$ cat config.mk
export PLATFORM = sky130hd
export DESIGN_NAME = os_generator
export DESIGN_NICKNAME = d
export VERILOG_FILES = /design/src/rtl/os_generator.sv
export SDC_FILE = /design/constraint.sdc
export NUM_CORES = 1
export LEC_CHECK = 0
export CAP_MARGIN = 20
export CELL_PAD_IN_SITES_DETAIL_PLACEMENT = 1
export CELL_PAD_IN_SITES_GLOBAL_PLACEMENT = 2
export CORE_AREA = 2 2 231 233
export CTS_BUF_LIST = sky130_fd_sc_hd__clkbuf_4 sky130_fd_sc_hd__clkbuf_8
export DETAILED_ROUTE_END_ITERATION = 10
export DIE_AREA = 0 0 233 235
export GPL_TIMING_DRIVEN = 0
export PLACE_DENSITY_LB_ADDON = 0.1
export SLEW_MARGIN = 15
export SYNTH_ARGS = -nofsm -noshare
export SYNTH_HDL_FRONTEND = slang
export SYNTH_SLANG_ARGS = --single-unit
$ cat constraint.sdc
create_clock -name Pclk -period 2.7 [get_ports Pclk]
set_input_delay 0.54 -clock Pclk [delete_from_list [all_inputs] [get_ports Pclk]]
set_output_delay 0.54 -clock Pclk [all_outputs]
set_load 0.005 [all_outputs]
$ cat src/rtl/os_generator.sv
// Ordered-set generator: on Start, latches a TS1/TS2/IDLE request and streams one
// 16-symbol ordered set on every lane across the PIPE width, pulsing Finish on the last beat.

module os_lane #(
  parameter int         LANE         = 0,
  parameter int         MAXPIPEWIDTH = 32,
  parameter int         PIPEWIDTH    = 8,
  parameter logic [7:0] N_FTS        = 8'hFF
) (
  input  logic                      en_i,
  input  logic [3:0]                beat_i,
  input  logic [1:0]                os_i,
  input  logic [1:0]                lane_i,
  input  logic [7:0]                link_i,
  input  logic [7:0]                rate_id_i,
  input  logic                      lb_i,
  output logic [MAXPIPEWIDTH-1:0]   data_o,
  output logic [MAXPIPEWIDTH/8-1:0] k_o
);
  localparam int SPB = PIPEWIDTH / 8;
  localparam int NB  = MAXPIPEWIDTH / 8;

  // Returns {K, symbol} for symbol index s of the set on this lane.
  function automatic logic [8:0] sym_f(input logic [3:0] s, input logic [1:0] os,
                                       input logic [1:0] ln, input logic [7:0] lk,
                                       input logic [7:0] rid, input logic lb);
    if (os == 2'b10) return 9'h000;
    case (s)
      4'd0:    return 9'h1BC;
      4'd1:    return (lk == 8'h00) ? 9'h1F7 : {1'b0, lk};
      4'd2:    return (ln == 2'b01) ? {1'b0, 8'(LANE)} : 9'h1F7;
      4'd3:    return {1'b0, N_FTS};
      4'd4:    return {1'b0, rid};
      4'd5:    return lb ? 9'h004 : 9'h000;
      default: return (os == 2'b00) ? 9'h04A : 9'h045;
    endcase
  endfunction

  always_comb begin
    data_o = '0;
    k_o    = '0;
    for (int j = 0; j < NB; j++) begin
      if (en_i && j < SPB)
        {k_o[j], data_o[j*8 +: 8]} = sym_f(4'(int'(beat_i) * SPB + j), os_i, lane_i,
                                           link_i, rate_id_i, lb_i);
    end
  end
endmodule

module os_generator #(
  parameter int         LANESNUMBER  = 16,
  parameter int         MAXPIPEWIDTH = 32,
  parameter int         PIPEWIDTH    = 8,
  parameter logic [7:0] N_FTS        = 8'hFF
) (
  input  logic                                  Pclk,
  input  logic                                  Reset,
  input  logic                                  Start,
  input  logic [1:0]                            OSType,
  input  logic [1:0]                            LaneNumber,
  input  logic [7:0]                            LinkNumber,
  input  logic [2:0]                            Rate,
  input  logic                                  Loopback,
  output logic                                  Busy,
  output logic                                  Finish,
  output logic [LANESNUMBER*MAXPIPEWIDTH-1:0]   TxData,
  output logic [LANESNUMBER*MAXPIPEWIDTH/8-1:0] TxDataK,
  output logic                                  TxDataValid
);
  localparam int         SPB   = PIPEWIDTH / 8;
  localparam int         BEATS = 16 / SPB;
  localparam logic [3:0] LAST  = 4'(BEATS - 1);

  typedef enum logic {S_IDLE, S_SEND} state_t;

  state_t      state_q, state_d;
  logic [3:0]  beat_q, beat_d;
  logic [1:0]  os_q, os_d, lane_q, lane_d;
  logic [7:0]  link_q, link_d;
  logic [2:0]  rate_q, rate_d;
  logic        lb_q, lb_d;
  logic [7:0]  rate_id;

  always_ff @(posedge Pclk) begin
    if (!Reset) begin
      state_q <= S_IDLE;
      beat_q  <= '0;
      os_q    <= '0;
      lane_q  <= '0;
      link_q  <= '0;
      rate_q  <= '0;
      lb_q    <= 1'b0;
    end else begin
      state_q <= state_d;
      beat_q  <= beat_d;
      os_q    <= os_d;
      lane_q  <= lane_d;
      link_q  <= link_d;
      rate_q  <= rate_d;
      lb_q    <= lb_d;
    end
  end

  // Start is only looked at in IDLE, so a request during any SEND beat is dropped.
  always_comb begin
    state_d = state_q;
    beat_d  = beat_q;
    os_d    = os_q;
    lane_d  = lane_q;
    link_d  = link_q;
    rate_d  = rate_q;
    lb_d    = lb_q;
    case (state_q)
      S_IDLE: begin
        if (Start && OSType != 2'b11) begin
          state_d = S_SEND;
          beat_d  = '0;
          os_d    = OSType;
          lane_d  = LaneNumber;
          link_d  = LinkNumber;
          rate_d  = Rate;
          lb_d    = Loopback;
        end
      end
      S_SEND: begin
        if (beat_q == LAST) begin
          state_d = S_IDLE;
          beat_d  = '0;
        end else begin
          beat_d = beat_q + 4'd1;
        end
      end
      default: state_d = S_IDLE;
    endcase
  end

  // Rates 0/1 collapse to gen1 only; anything past 5 saturates at gen5.
  assign rate_id = {2'b00, rate_q >= 3'd5, rate_q >= 3'd4, rate_q >= 3'd3,
                    rate_q >= 3'd2, 1'b1, 1'b0};

  assign Busy        = (state_q == S_SEND);
  assign TxDataValid = Busy;
  assign Finish      = Busy && (beat_q == LAST);

  for (genvar i = 0; i < LANESNUMBER; i++) begin : g_lane
    os_lane #(
      .LANE(i), .MAXPIPEWIDTH(MAXPIPEWIDTH), .PIPEWIDTH(PIPEWIDTH), .N_FTS(N_FTS)
    ) u_lane (
      .en_i      (Busy),
      .beat_i    (beat_q),
      .os_i      (os_q),
      .lane_i    (lane_q),
      .link_i    (link_q),
      .rate_id_i (rate_id),
      .lb_i      (lb_q),
      .data_o    (TxData[i*MAXPIPEWIDTH +: MAXPIPEWIDTH]),
      .k_o       (TxDataK[i*(MAXPIPEWIDTH/8) +: MAXPIPEWIDTH/8])
    );
  end
endmodule

==> results of run 1 <==
[worst min-delay path, cell delays in order, from the launching register on]
cell and delay (ns):
dfxtp_1 0.35, mux2i_1 0.07, nor2_1 0.07
[what timing repair did]
action | 4_1_cts | 5_1_grt
buffers inserted | 111 | 15
endpoints found under the setup margin | 144 | 144
hold buffers | 0 | 0
pin swaps | 24 | 9
gates cloned | 5 | 0
resized for setup | 932 | 30
[sequential cells by signal, indices dropped and copies added, names as in the netlist]
register	count
link_q	8
Busy	1
lb_q	1
lane_q	2
beat_q	4
os_q	2
rate_q	3
[stage by stage]
| stage | hold WS [ns] | util [%] | TNS [ns] | instances | total power, mW |
|---|---|---|---|---|---|
| after detailed placement | 0.499 | 18.5 | -117.01 | 1998 | 1.93 |
| final | 0.520 | 22.4 | -7.71 | 2108 | 2.72 |
| after global placement | 0.494 | 18.4 | -155.73 | 1996 | 1.94 |
| after global routing | 0.551 | 22.4 | -22.60 | 2107 | 2.93 |
| after floorplan | 0.454 | - | -2.82 | 1143 | 1.36 |
| after CTS | 0.531 | 22.3 | -10.54 | 2105 | 2.68 |
[worst min-delay path by stage]
| stage | cells after the start | slack (ns) | endpoint | startpoint |
|---|---|---|---|---|
| floorplan | 2 | 0.45 | lb_q | lb_q |
| global placement | 2 | 0.49 | lb_q | lb_q |
| detailed placement | 2 | 0.50 | lb_q | lb_q |
| CTS | 2 | 0.53 | lb_q | lb_q |
| global route | 2 | 0.55 | beat_q[0] | beat_q[0] |
| finish | 2 | 0.52 | lb_q | lb_q |
[where the power goes]
| group | internal, mW | switching (mW) |
|---|---|---|
| sequential | 0.326 | 0.0234 |
| combinational | 1.38 | 0.767 |
| clock | 0.104 | 0.122 |
[synth_stat cells (all sizes together) (4+ instances only)]
library cell / count / area share, %
nor2: 24 / 1.6
and2: 4 / 0.45
mux2i: 16 / 2.9
a31oi: 5 / 0.57
dfxtp: 21 / 7.6
buf: 569 / 78
inv: 6 / 0.41
nand2: 5 / 0.34
ha: 4 / 0.91
a21oi: 14 / 1.3
clkbuf: 4 / 0.27
o21ai: 5 / 0.45
[kinds of logic (layout without fill, tap and decap cells)]
logic type               Yosys count  in the layout  synth area share (%)
adder cells (fa/ha/maj)            4              4                 0.909
buffers and inverters            579            854                  78.4
other                              1            434                0.0681
flip-flops                        21             21                  7.64
multiplexers                      17             17                  3.11
AO/OA/AOI/OAI                     43             43                  5.41
AND/OR/NAND/NOR                   47             47                  4.48
[area by class of cell]
class                           instances  area [um2]
Clock buffer                            3        41.3
Sequential cell                        21         435
Tap cell                              688         861
Buffer                                551        4420
Antenna cell                            2        5.00
Timing Repair Buffer                  293        3210
Clock inverter                          1        7.51
Inverter                                6        27.5
Fill cell                            6346       40500
Multi-Input combinational cell        543        2710
[layer usage]
layer  share of wire (%)  vias to the layer above  track usage, %  wire length (um)
li1                    -                     2651               -                 -
met1                  29                     2267            6.63              6850
met2                  61                      250            18.0             14500
met3                 9.0                        6            2.05              2140
met4                0.67                        2            1.20               159
met5               0.055                        -               0                13
==> impl_metrics.tcl, run 1 <==
set metrics [dict create \
    status "complete, but fails checks" \
    failed_checks "negative setup slack" \
    clk_latency_ns 0.27 \
    cts_sinks 21 \
    firstDrtPassIters 4 \
    post_drt_wl_per_cell_um 11.2 \
    yosysSeqAreaShare_pct 7.64 \
    endpoint "TxData[422]" \
    worst-setup-path-type "register to primary output" \
    rsz0062_at_grt "true" \
    synthArstFlopShare_pct 0 \
    cts_tree "done" \
    start_util_pct 10.5 \
    cp.depth 13 \
    via_count 5176 \
    layout_common_cells "505 x buf_4, 432 x conb_1, 287 x buf_6, 21 x clkdlybuf4s50_1, 20 x nor2_1" \
    synth_top_flop_cell "dfxtp_1" \
    endpoint_kind "primary output" \
    grt-ovfl-total 0 \
    clkTransAtPathRegs_ns 0.09 \
    worst_pin_slew_ns 0.504 \
    final-setup-viol-count 113 \
    cpMaxStageDelayCell "dfxtp_4" \
    cp.required_ns 2.16 \
    critical_path_arrival_ns 2.31 \
    hold_viol_final 0 \
    synth_cell_types 40 \
    cp_top_family "buffers and inverters" \
    die_x_um 233 \
    rrSetupSlack_ns 1.26 \
    avgSynthCellArea_um2 7.73 \
    crit_buf_inv 8 \
    h-tree-depth 1 \
    layout_setup_ws_ns -0.154 \
    mostFrequentLayoutCell "buf_4" \
    pre_cts_slack_ns -1.11 \
    synth_area_um2 5500 \
    peakVddDrop_v 0.000110 \
    relSlewSlack_pct 66.4 \
    final_area_um2 11700 \
    worst_r2r_endpoint "beat_q[3]" \
    path_cells "buf_6, ha_4, nor2_2, a21oi_4, buf_6, o31a_1, buf_12, a21oi_4, clkbuf_16, buf_6, buf_6, buf_4, buf_6" \
    period_needed_ns 2.85 \
    gp_congestion 0.680 \
    cts_buffer_depth 2 \
    die-area_um2 54800 \
    regToRegStartpoint "beat_q[1]" \
    hp-class "register to register" \
    synth-seq-cells 21 \
    synth_edf_count 0 \
    grt_max_degree 14 \
    fmax_mhz 350 \
    report.final.slew_viol_count 0 \
    setup.worst_path.start_class "register" \
    ys_warn_count 0 \
    cts_inserted_buffers 3 \
    powerDensity_nw_per_um2 233 \
    port_buffers 165 \
    layout.nets 1442 \
    cellLeakagePower_nw 6.69 \
    antenna_found_initial 3 \
    ant_nets 0 \
    avgViaCountPerCell 2.46 \
    drt_iter0_drc 33 \
    grt_pass1_wl_um 32700 \
    root_buffer "clkbuf_8" \
    fp.coreArea_um2 52200 \
    cp_max_fo 6 \
    drc 0 \
    dpl-instance-area_um2 9680 \
    skew_ns 0.00310 \
    drv_cap 0 \
    dpl.hpwl_um 20700 \
    rr_worst_depth 6 \
    synthCells 712 \
    drive_above_1_share_pct 61.4 \
    post-route-period-util_pct 106 \
    wl_um 23700 \
    grt_pass1_vias 4897 \
    io_pins 598 \
    critPathLaunch "beat_q[0]" \
    area_growth_pct 113 \
    slowest_delay_ns 0.41 \
    die_h_um 235 \
    grt_use_total_pct 7.98 \
    rows 84 \
    cpMostUsedCell "buf_6" \
]
(Power assumes the default switching activity.)
==> run 2: changes to the inputs <==
--- a/config.mk
+++ b/config.mk
@@ -8,13 +8,13 @@
 export CAP_MARGIN = 20
 export CELL_PAD_IN_SITES_DETAIL_PLACEMENT = 1
 export CELL_PAD_IN_SITES_GLOBAL_PLACEMENT = 2
-export CORE_AREA = 2 2 231 233
+export CORE_MARGIN = 2
+export CORE_UTILIZATION = 18
 export CTS_BUF_LIST = sky130_fd_sc_hd__clkbuf_4 sky130_fd_sc_hd__clkbuf_8
 export DETAILED_ROUTE_END_ITERATION = 10
-export DIE_AREA = 0 0 233 235
 export GPL_TIMING_DRIVEN = 0
 export PLACE_DENSITY_LB_ADDON = 0.1
-export SLEW_MARGIN = 15
 export SYNTH_ARGS = -nofsm -noshare
 export SYNTH_HDL_FRONTEND = slang
+export SYNTH_HIERARCHICAL = 1
 export SYNTH_SLANG_ARGS = --single-unit
==> run 2 against run 1 <==
Net effect: the flow still finishes with violations (negative setup slack); critical path depth is 7 lower; clock power is 2% lower; power is 27% higher; synthesized cell count is 110% higher; cell area is 47% higher; sequential share of layout area is 0.88 points lower; fmax is 0.65% lower; setup slack worse by 0.019 ns; clock skew is 0.010 ns higher; die area is 6.0% higher; utilization is 8.8 points higher; flip-flop and latch count stayed put.
==> impl_metrics.tcl, run 2 <==
set metrics [dict create \
    seq_area_um2 489 \
    setup.worst_path.start_class "register" \
    worst-setup-path-type "register to primary output" \
    yosys.area.top_type "buf_4" \
    failed_checks "negative setup slack" \
    antenna_found_initial 1 \
    fillers 6994 \
    synthArstFlopShare_pct 0 \
    avgSynthCellArea_um2 6.86 \
    cts_buffer_depth 2 \
    largest_reg_flops 8 \
    grt_max_degree 44 \
    ant_nets 0 \
    cp_max_fo 8 \
    post_drt_wl_per_cell_um 18.4 \
    synth_area_um2 10100 \
    wl_um 56200 \
    worst_pin_slew_ns 0.617 \
    drc 0 \
    synth-seq-cells 21 \
    fmax_mhz 348 \
    final-setup-viol-count 28 \
    p_switching_mw 1.60 \
    die_x_um 241 \
    yosysSeqAreaShare_pct 4.16 \
    die-area_um2 58000 \
    area_growth_pct 70.9 \
    critical_path_arrival_ns 2.33 \
    drt_iter0_drc 598 \
    synthTopCellsByArea "buf_4 33%, a21oi_1 5.3%, o21ai_0 5.1%" \
    synth_most_common_cell "buf_4" \
    rr_worst_depth 6 \
    cellLeakagePower_nw 8.37 \
    start_util_pct 18.3 \
    clkTransAtPathRegs_ns 0.09 \
    cts_tree "done" \
    grt_pass1_wl_um 78000 \
    io_pins 598 \
    port_buffers 165 \
    peakVddDrop_v 0.000211 \
    crit_buf_inv 2 \
    endpoint_kind "primary output" \
    netSwitchingFraction_pct 46.3 \
    cts_sinks 21 \
    grt_use_total_pct 17.7 \
    slowest_delay_ns 0.55 \
    report.final.slew_viol_count 0 \
    critPathLaunch "link_q[4]" \
    antenna_cells 0 \
    firstDrtPassIters 5 \
    cp.depth 6 \
    drv_cap 0 \
    synth_top_flop_cell "dfxtp_1" \
    endpoint "TxData[135]" \
    gp_congestion 0.742 \
    p_clk_share_pct 6.5 \
    rows 86 \
    synth_edf_count 0 \
    powerDensity_nw_per_um2 200 \
    synthCells 1473 \
    hp-class "register to register" \
    pre_cts_slack_ns -1.02 \
    dpl.hpwl_um 36800 \
    grt-ovfl-total 0 \
    holdWs_ns 0.522 \
    die_h_um 241 \
    postCtsHoldBufs 0 \
    synthTopCellsByCount "445 x buf_4, 107 x a21oi_1, 103 x o21ai_0, 84 x nor2_1, 70 x nand2_1" \
    fp.coreArea_um2 55300 \
    mostFrequentLayoutCell "buf_4" \
    cp.required_ns 2.16 \
    relSlewSlack_pct 58.9 \
    top_regs "link_q x8, beat_q x4, rate_q x3" \
    status "complete, but fails checks" \
    rsz0062_at_grt "true" \
    grt_pass1_vias 12024 \
    avgViaCountPerCell 4.05 \
    drive_above_1_share_pct 44.5 \
    final_util_pct 31.2 \
    h-tree-depth 1 \
    power.internal_mw 1.85 \
    clk_latency_ns 0.27 \
    layout.nets 2322 \
    layout_common_cells "548 x buf_4, 496 x conb_1, 87 x o21ai_0, 80 x a21oi_1, 73 x nor2_1" \
    root_buffer "clkbuf_8" \
    p_total_mw 3.45 \
    rrSetupSlack_ns 1.00 \
    pwr-share-seq_pct 10.5 \
    synth_cell_types 92 \
    regToRegStartpoint "Busy" \
    via_count 12347 \
    regMostFlops "link_q" \
    cpMaxStageDelayCell "or4_4" \
    path_cells "buf_16, or4_4, or4_4, a21o_1, o21ai_1, buf_2" \
    multi_input_area_um2 8510 \
    cts_inserted_buffers 3 \
    period_needed_ns 2.87 \
    cpMostUsedCell "or4_4" \
    cp_top_family "simple AND/OR/NAND/NOR gates" \
    worst_r2r_endpoint "lane_q[1]" \
    synth_top_area_share_pct 33.1 \
    post-route-period-util_pct 106 \
    layout_setup_ws_ns -0.173 \
    hold_viol_final 0 \
    ys_warn_count 6 \
    pwr-share-comb_pct 83.0 \
    skew_ns 0.0136 \
]
-- run 2: cell count changes in the layout (fill, tap and decap cells not counted), moves of 50 or more --
cell     delta
buf_6     -233
a21oi_1    +76
inv_1      +50
buf_2      +63
nand2_1    +63
conb_1     +64
o21ai_0    +84
nor2_1     +53
-- run 2: worst min path at each step --
stage	from	slack, ns	endpoint	cells after the start
2_1_floorplan	rate_q[0]	0.47	rate_q[0]	2
3_3_place_gp	rate_q[1]	0.49	rate_q[1]	2
3_5_place_dp	rate_q[0]	0.50	rate_q[0]	2
4_1_cts	rate_q[0]	0.52	rate_q[0]	2
5_1_grt	rate_q[0]	0.55	rate_q[0]	2
6_report	rate_q[0]	0.52	rate_q[0]	2
-- run 2: cell families after synthesis --
family	count (synthesis)	synth area share, %
compound gates	475	31.5
buf+inv	556	38.7
mux	5	0.570
flops	21	4.16
simple gates	397	24.4
fa+ha+maj	1	0.124
other cells	18	0.669
-- run 2: power groups by stage --
stage	logic (mW)	registers, mW	clock network [mW]
after CTS	2.61	0.373	0.223
after global placement	2.10	0.582	0
after floorplan	1.42	0.438	0
final	2.87	0.363	0.223
after global routing	3.11	0.366	0.237
after detailed placement	2.25	0.477	0
-- run 2: area by class of cell --
cell class | instances | area share [%]
timing repair buffer | 348 | 19.0
inverter | 61 | 1.33
sequential | 21 | 2.83
tap | 748 | 5.42
multi-input combinational | 1374 | 49.3
clock buffer | 3 | 0.239
clock inverter | 1 | 0.0435
buffer | 493 | 21.8
-- run 2: timing repair --
item                                    CTS  global route
gates resized for setup                 490           247
endpoints found under the setup margin  145           111
setup buffers                           112            49
gates cloned                              4             3
pin swaps                                85            89
-- run 2: metal layers --
layer / GRT usage [%] / wire length [um] / up-vias
met3: 1.77 / 2630 / 49
met2: 33.2 / 28800 / 365
met1: 22.2 / 23900 / 5965
met4: 2.58 / 911 / 0
li1: - / - / 5968
met5: 0 / 0 / -
-- run 2: metrics by stage --
stage / instance area, um2 / setup TNS, ns / instances
floorplan: 11900 / 0 / 1951
global placement: 14500 / -268.22 / 2864
detailed placement: 14900 / -50.26 / 2880
CTS: 16500 / -2.54 / 3000
global route: 17300 / -4.91 / 3049
finish: 17300 / -2.11 / 3049
-- run 2: worst reg2reg max path, stage by stage (launching register included) --
cell      delay [ns]
dfxtp_4         0.37
buf_4           0.22
buf_8           0.19
inv_1           0.13
clkbuf_1        0.40
nand3_1         0.16
a21oi_1         0.15
